$ cat config.mk
export PLATFORM = sky130hd
export DESIGN_NAME = ring_ctrl
export DESIGN_NICKNAME = d
export VERILOG_FILES = /design/src/rtl/ring_pkg.sv /design/src/rtl/ring_ctrl_ack_sync.sv /design/src/rtl/ring_ctrl.sv
export SDC_FILE = /design/constraint.sdc
export NUM_CORES = 1
export LEC_CHECK = 0
export ABC_AREA = 1
export CORE_MARGIN = 5
export CORE_UTILIZATION = 40
export CTS_BUF_LIST = sky130_fd_sc_hd__clkbuf_2
export DETAILED_ROUTE_END_ITERATION = 16
export SETUP_SLACK_MARGIN = 0.05
export SYNTH_ARGS = -nofsm -noshare
export SYNTH_HDL_FRONTEND = slang
export SYNTH_HIERARCHICAL = 1
export SYNTH_SLANG_ARGS = --single-unit
$ cat constraint.sdc
create_clock -name clk -period 2.45 [get_ports clk]
set_input_delay 0.245 -clock clk [delete_from_list [all_inputs] [get_ports clk]]
set_output_delay 0.245 -clock clk [all_outputs]
set_load 0.1 [all_outputs]
$ cat src/rtl/ring_pkg.sv
// Shared types and default sizing for the ring-oscillator measurement controller.
package ring_pkg;

  localparam int WIN_W_DEF      = 16;
  localparam int CNT_W_DEF      = 24;
  localparam int RST_CYC_DEF    = 8;
  localparam int SETTLE_CYC_DEF = 64;

  typedef enum logic [2:0] {
    ST_IDLE,
    ST_RESET,
    ST_SETTLE,
    ST_MEASURE,
    ST_DONE
  } ring_ctrl_state_t;

  function automatic int max3(input int a, input int b, input int c);
    int m;
    m = (a > b) ? a : b;
    return (m > c) ? m : c;
  endfunction

endpackage

$ cat src/rtl/ring_ctrl_ack_sync.sv
// Two-flop synchronizer bringing the asynchronous ring tap into the clk domain.
module ack_sync (
  input  logic clk,
  input  logic rst_n,
  input  logic d_i,
  output logic q_o
);

  logic [1:0] sync_q;

  always_ff @(posedge clk or negedge rst_n) begin
    if (!rst_n) sync_q <= '0;
    else        sync_q <= {sync_q[0], d_i};
  end

  assign q_o = sync_q[1];

endmodule

$ cat src/rtl/ring_ctrl.sv
// Runs one ring-oscillator measurement: hold ring in reset, let it settle,
// then count synchronized rising edges of the tap over a window of win_len cycles.
module ring_ctrl
  import ring_pkg::*;
#(
  parameter int WIN_W      = WIN_W_DEF,
  parameter int CNT_W      = CNT_W_DEF,
  parameter int RST_CYC    = RST_CYC_DEF,
  parameter int SETTLE_CYC = SETTLE_CYC_DEF
) (
  input  logic             clk,
  input  logic             rst_n,
  input  logic             start,
  input  logic             abort,
  input  logic [WIN_W-1:0] win_len,
  input  logic             ring_ack,
  output logic             ring_rst,
  output logic             busy,
  output logic             done,
  output logic [CNT_W-1:0] count,
  output logic             ovf
);

  localparam int CYC_W = max3(WIN_W, $clog2(RST_CYC + 1), $clog2(SETTLE_CYC + 1));
  localparam logic [CYC_W-1:0] RST_LAST    = CYC_W'(RST_CYC - 1);
  localparam logic [CYC_W-1:0] SETTLE_LAST = CYC_W'(SETTLE_CYC - 1);

  ring_ctrl_state_t state_q, state_d;
  logic [CYC_W-1:0] cyc_q, cyc_d;
  logic [WIN_W-1:0] win_q, win_d;
  logic [CNT_W-1:0] count_q, count_d;
  logic             ovf_q, ovf_d;
  logic             ack_s, delay_q;
  logic             rise;
  logic [CYC_W-1:0] win_last;

  ack_sync u_ack_sync (
    .clk   (clk),
    .rst_n (rst_n),
    .d_i   (ring_ack),
    .q_o   (ack_s)
  );

  assign rise     = ack_s & ~delay_q;
  assign win_last = CYC_W'(win_q) - CYC_W'(1);

  always_ff @(posedge clk or negedge rst_n) begin
    if (!rst_n) begin
      state_q <= ST_IDLE;
      cyc_q   <= '0;
      win_q   <= '0;
      count_q <= '0;
      ovf_q   <= 1'b0;
      delay_q <= 1'b0;
    end else begin
      state_q <= state_d;
      cyc_q   <= cyc_d;
      win_q   <= win_d;
      count_q <= count_d;
      ovf_q   <= ovf_d;
      delay_q <= ack_s;
    end
  end

  always_comb begin
    state_d = state_q;
    cyc_d   = cyc_q;
    win_d   = win_q;
    count_d = count_q;
    ovf_d   = ovf_q;
    case (state_q)
      ST_IDLE: begin
        if (start && !abort) begin
          state_d = ST_RESET;
          cyc_d   = '0;
          win_d   = win_len;
          count_d = '0;
          ovf_d   = 1'b0;
        end
      end
      ST_RESET: begin
        if (cyc_q == RST_LAST) begin
          state_d = ST_SETTLE;
          cyc_d   = '0;
        end else begin
          cyc_d = cyc_q + CYC_W'(1);
        end
      end
      ST_SETTLE: begin
        if (cyc_q == SETTLE_LAST) begin
          // A zero-length window skips measurement entirely.
          state_d = (win_q == '0) ? ST_DONE : ST_MEASURE;
          cyc_d   = '0;
        end else begin
          cyc_d = cyc_q + CYC_W'(1);
        end
      end
      ST_MEASURE: begin
        if (rise) begin
          if (&count_q) ovf_d = 1'b1;
          else          count_d = count_q + CNT_W'(1);
        end
        if (cyc_q == win_last) begin
          state_d = ST_DONE;
          cyc_d   = '0;
        end else begin
          cyc_d = cyc_q + CYC_W'(1);
        end
      end
      ST_DONE: state_d = ST_IDLE;
      default: state_d = ST_IDLE;
    endcase
    if (abort && state_q != ST_IDLE) begin
      state_d = ST_IDLE;
      cyc_d   = '0;
    end
  end

  assign busy     = (state_q != ST_IDLE);
  assign done     = (state_q == ST_DONE);
  assign ring_rst = (state_q == ST_IDLE) || (state_q == ST_RESET) || (state_q == ST_DONE);
  assign count    = count_q;
  assign ovf      = ovf_q;

endmodule

[After elaboration in Yosys (flattened, before gate mapping)]
Index checks and enable logic that the tools add are counted.
Storage, ports and cells
  register bits: 63
Operators by class
  add/subtract/negate cells: 3
  equality and inequality tests: 15
  mux-type cells: 21
  bitwise operators: 2
  reductions and logical operators: 16
Operators with widths (number)
  $mux 16: 5
  $mux 24: 3
  $pmux 16 s4: 1
  $pmux 24 s2: 1
  $add 24x1->24 const B: 1
  $reduce_and 24->1: 1
  $mux 3: 6
  $add 16x1->16 const B: 1
  $eq 16x16->1: 1
  $eq 16x3->1 const B: 1
  $eq 16x6->1 const B: 1
  $logic_not 16->1: 1
  $sub 16x1->16 const B: 1
  $ne 3x3->1 const B: 4
  $pmux 3 s4: 1
  $reduce_and 4->1: 3
  $ne 2x2->1 const B: 4
  $eq 3x2->1 const B: 2
  $reduce_bool 5->1: 1
  $reduce_and 2->1: 2
  $eq 3x1->1 const B: 1
  $eq 3x3->1 const B: 1
  $logic_not 3->1: 1
  $mux 1: 3
  8 further kinds: 10

[Logic depth before layout (Yosys ltp)]
  word-level depth: 5
  depth in mapped cells: 17
  mapped depth without buffers: 16

[Modules after synthesis]
The synthesis kept the hierarchy.
By module, submodules not included
  ring_ctrl: instances 1, cells each 645, area each 4471.8 um^2, sequential area each 1526.5 um^2
  ack_sync: instances 1, cells each 2, area each 50.0 um^2, sequential area each 50.0 um^2

[Worst setup path before layout]
No wires, ideal clock.
  path kind: register -> register
  start point: register count_q[0] (netlist: count[0])
  end point: register count_q[20] (netlist: count[20])
  data arrival time: 2.558 ns
  data required time: 2.382 ns
  path slack: -0.176 ns
  cell stages (with the launch flop): 13
  path buffers: 1
  clock period less this slack: 2.626 ns
  cell sequence: dfrtp_1 -> ha_1 -> inv_1 -> nor3_2 -> nand2_2 -> nor3b_2 -> nand2_1 -> nand2_1 -> nand2_2 -> nand2_4 -> buf_6 -> nand2_1 -> nand2_1
Between the ends
  cells in the longest elaborated chain, start to end: 4
  elaborated cells between the ends (all ways): 7
RTL lines
  start, declared: RTL line ring_ctrl.sv:31  | logic [CNT_W-1:0] count_q, count_d;
  start signal, assigned: RTL line ring_ctrl.sv:59  | count_q <= count_d;
  $add 24x1->24: RTL line ring_ctrl.sv:101  | else count_d = count_q + CNT_W'(1);
  $mux 24: RTL line ring_ctrl.sv:100  | if (&count_q) ovf_d = 1'b1;
  $mux 24: RTL line ring_ctrl.sv:99  | if (rise) begin
  $pmux 24 s2: RTL line ring_ctrl.sv:71  | case (state_q)
Several ways; a longest one is shown, not always the timed one. The select of a mux whose other input is x is not followed.
A chain may end at the register's enable or synchronous reset.

[Worst setup path after layout]
  start point: register count_q[0] (netlist: count[0])
  end point: register count_q[7] (netlist: count[7])
Same word-level chain as after synthesis.

==> impl_metrics.ini <==
[pwr]
p_per_area_nw_per_um2 = 834.1
combPwrFrac_pct = 49.8
cellInternalPower_mw = 2.218
power_frac_clock_pct = 16.9
swShare_pct = 49.44
vdd_drop_max_v = 0.0004804
cellLeakagePower_nw = 2.581
p_switching_mw = 2.169
seqPwrFrac_pct = 33.4

[global_routing]
grt_max_degree = 64
overflow = 0
antenna_found_initial = 0
grt_pass1_vias = 4261
grt_first_pass_wirelength_mm = 20.09
grt_usage_pct = 18.59

[job]
drv_cap = 0

[setup_path]
start_kind = flip-flop
crit_path_end_kind = flip-flop
cp_max_fo = 20
arrival_ns = 2.61
criticalPathCategory = flip-flop to flip-flop
crit_required_ns = 2.88

[sta]
fin_setup_tns_ns = 0
relSlewSlack_pct = 52.75
layout_min_cycle_time_ns = 2.179
hold_viol_final = 0
post-route-period-util_pct = 88.94
fmaxAchievable_mhz = 458.9
skew_ns = 0.02515
report.final.slew_viol_count = 0
finalSetupViolCount = 0
grt_setup_unrepaired = false
worst_slew_pin_slew_ns = 0.7023

[finish]
n_antenna_cell = 0
final_util_pct = 47.89
area_growth_pct = 16.33
multi_input_area_sq_um = 2596
seq_area_sq_um = 1589
fin_nets = 723
final_layout_size_suffix_gt1_share_pct = 16.22
n_fill_cell = 1149

[clock_network]
cts_buffers = 9
cts_tree = done
clockRootBuffer = clkbuf_2
post_cts_buffers = 0
clkTransAtPathRegs_ns = 0.19
clk_latency_ns = 0.52
clk_path_buf_depth = 2
htree_levels = 3
cts.sinks = 63

[detailed_routing]
first_pass_iters = 4
route.antenna.remaining_nets = 0
drc = 0
num_vias = 4174
avgViaCountPerCell = 4.951
drtIter0Drc = 188
wl_mm = 11.49
wl_per_cell_um = 13.63

[floorplan]
die_w_um = 116.3
rows = 38
coreArea_sq_um = 10980
die_h_um = 116.3
dieArea_sq_um = 13530
ioPinCount = 49
start_util_pct = 41.17

[yosys]
yosysMostFrequentCell = nand2_1
synth-edff-count = 0
synth-async-reset-ratio_pct = 100.0
yosysTopAreaCell = dfrtp_1
syn_area_sq_um = 4522
synth_fp_nets = 672
yosysWarnings = 6
yosys-top-cells-count = 203 x nand2_1, 90 x nor2_1, 66 x inv_1, 63 x dfrtp_1, 43 x nand3_1
avgSynthCellArea_sq_um = 6.989
syn-instance-count = 647
synth_area_leaders = dfrtp_1 35%, nand2_1 17%, nor2_1 7.5%, xor2_1 6.0%, inv_1 5.5%
ys.flop_type = dfrtp_1
yosysTopAreaCellShare_pct = 34.86
synth.distinct_cells = 35
ys_seq_elements = 63
yosysSeqAreaShare_pct = 34.86

[run_status]
status = finished clean

[placement]
gp_congestion = 0.9039
port_buffers = 48
dp_hpwl_mm = 8.724

[min_path]
hold_class = primary input to flip-flop
-- logic make-up (layout without fill, tap and decap cells) --
family	after synthesis	count (layout)	synth area share (%)
fa+ha+maj	4	4	1.107
flops	63	63	34.86
mux	7	7	1.743
compound gates	35	35	4.538
buf+inv	89	145	8.080
xor+xnor	41	41	7.941
simple gates	408	408	41.73
-- per-stage QoR --
step	worst slack (ns)	std cells	instance area, sq um	hold WS [ns]	power (mW)
5_1_grt	0.05799	843	5260	0.07461	4.767
2_1_floorplan	0.1552	647	4532	-0.05059	3.160
4_1_cts	0.2033	843	5244	0.09521	4.414
6_report	0.2710	843	5260	0.1408	4.387
3_5_place_dp	0.2186	826	5099	0.2927	3.647
3_3_place_gp	0.2953	826	5099	0.2875	3.631
-- final timing paths --
check                                               start                             end  slack (ns)  cells past startpoint
setup / recovery                     count[0]$_DFFE_PN0P_            count[7]$_DFFE_PN0P_        0.27                     11
hold / removal                                   ring_ack  u_ack_sync/sync_q[0]$_DFF_PN0_        0.14                      1
setup reg to reg                     count[0]$_DFFE_PN0P_            count[7]$_DFFE_PN0P_        0.27                     11
hold reg to reg            u_ack_sync/sync_q[0]$_DFF_PN0_  u_ack_sync/sync_q[1]$_DFF_PN0_        0.37                      0
max in group asynchronous                           rst_n            cyc_q[0]$_DFFE_PN0P_        1.91                      3
min in group asynchronous                           rst_n          state_q[1]$_DFFE_PN0P_        0.25                      3
-- power groups by stage --
stage               sequential, mW  clock [mW]  combinational (mW)
detailed placement            1.48           0                2.17
global placement              1.48           0                2.15
floorplan                     1.52           0                1.64
CTS                           1.46       0.782                2.17
global route                  1.50       0.826                2.45
finish                        1.46       0.739                2.18
-- layout make-up --
cell class | count | share of cell area (%)
multi-input combinational | 495 | 49.36
sequential | 63 | 30.21
timing repair buffer | 58 | 9.420
inverter | 71 | 5.114
tap | 140 | 3.330
clock inverter | 6 | 1.618
clock buffer | 10 | 0.9515
-- per-layer routing --
layer  share of wire (%)  track usage [%]
met1                  42            22.16
met2                  50            32.68
met3                 5.1            4.922
met4                 2.5            5.723
met5                   0                0
-- worst max-delay path, stage by stage, from the launching register on --
cell,delay (ns)
dfrtp_2,0.51
ha_1,0.23
inv_1,0.09
nor3_2,0.19
nand2_2,0.11
nor3b_2,0.25
nand2_1,0.13
nand2_1,0.13
a21boi_1,0.08
buf_4,0.21
nand2_1,0.07
o21ai_1,0.06
-- registers in the layout, summed over array words and instances, names as in the netlist --
signal	count
count	24
cyc_q	16
win_q	16
state_q	3
u_ack_sync/sync_q	2
delay_q	1
ovf	1
-- layout by cell type, fill, tap and decap left out, types with 3 or more instances in the layout --
cell type	count
a21oi_1	11
buf_4	36
clkbuf_2	10
clkdlybuf4s50_1	19
dfrtp_1	53
dfrtp_2	10
ha_1	3
inv_1	66
inv_2	4
mux2_2	7
nand2_1	203
nand2_2	6
nand2_4	3
nand3_1	43
nand3_2	11
nand3b_1	5
nand4_1	17
nor2_1	90
nor2_2	4
nor3_1	9
nor3_2	3
nor4_1	6
o21ai_0	13
o21ai_1	4
xnor2_1	10
xor2_1	31
-- timing repair --
action / 4_1_cts / 5_1_grt
hold buffers: 1 / 0
setup endpoints to repair: 0 / 25
hold endpoints to repair: 63 / 0
gates resized for setup: 0 / 5
No activity file was read; power rests on OpenSTA's default activity.
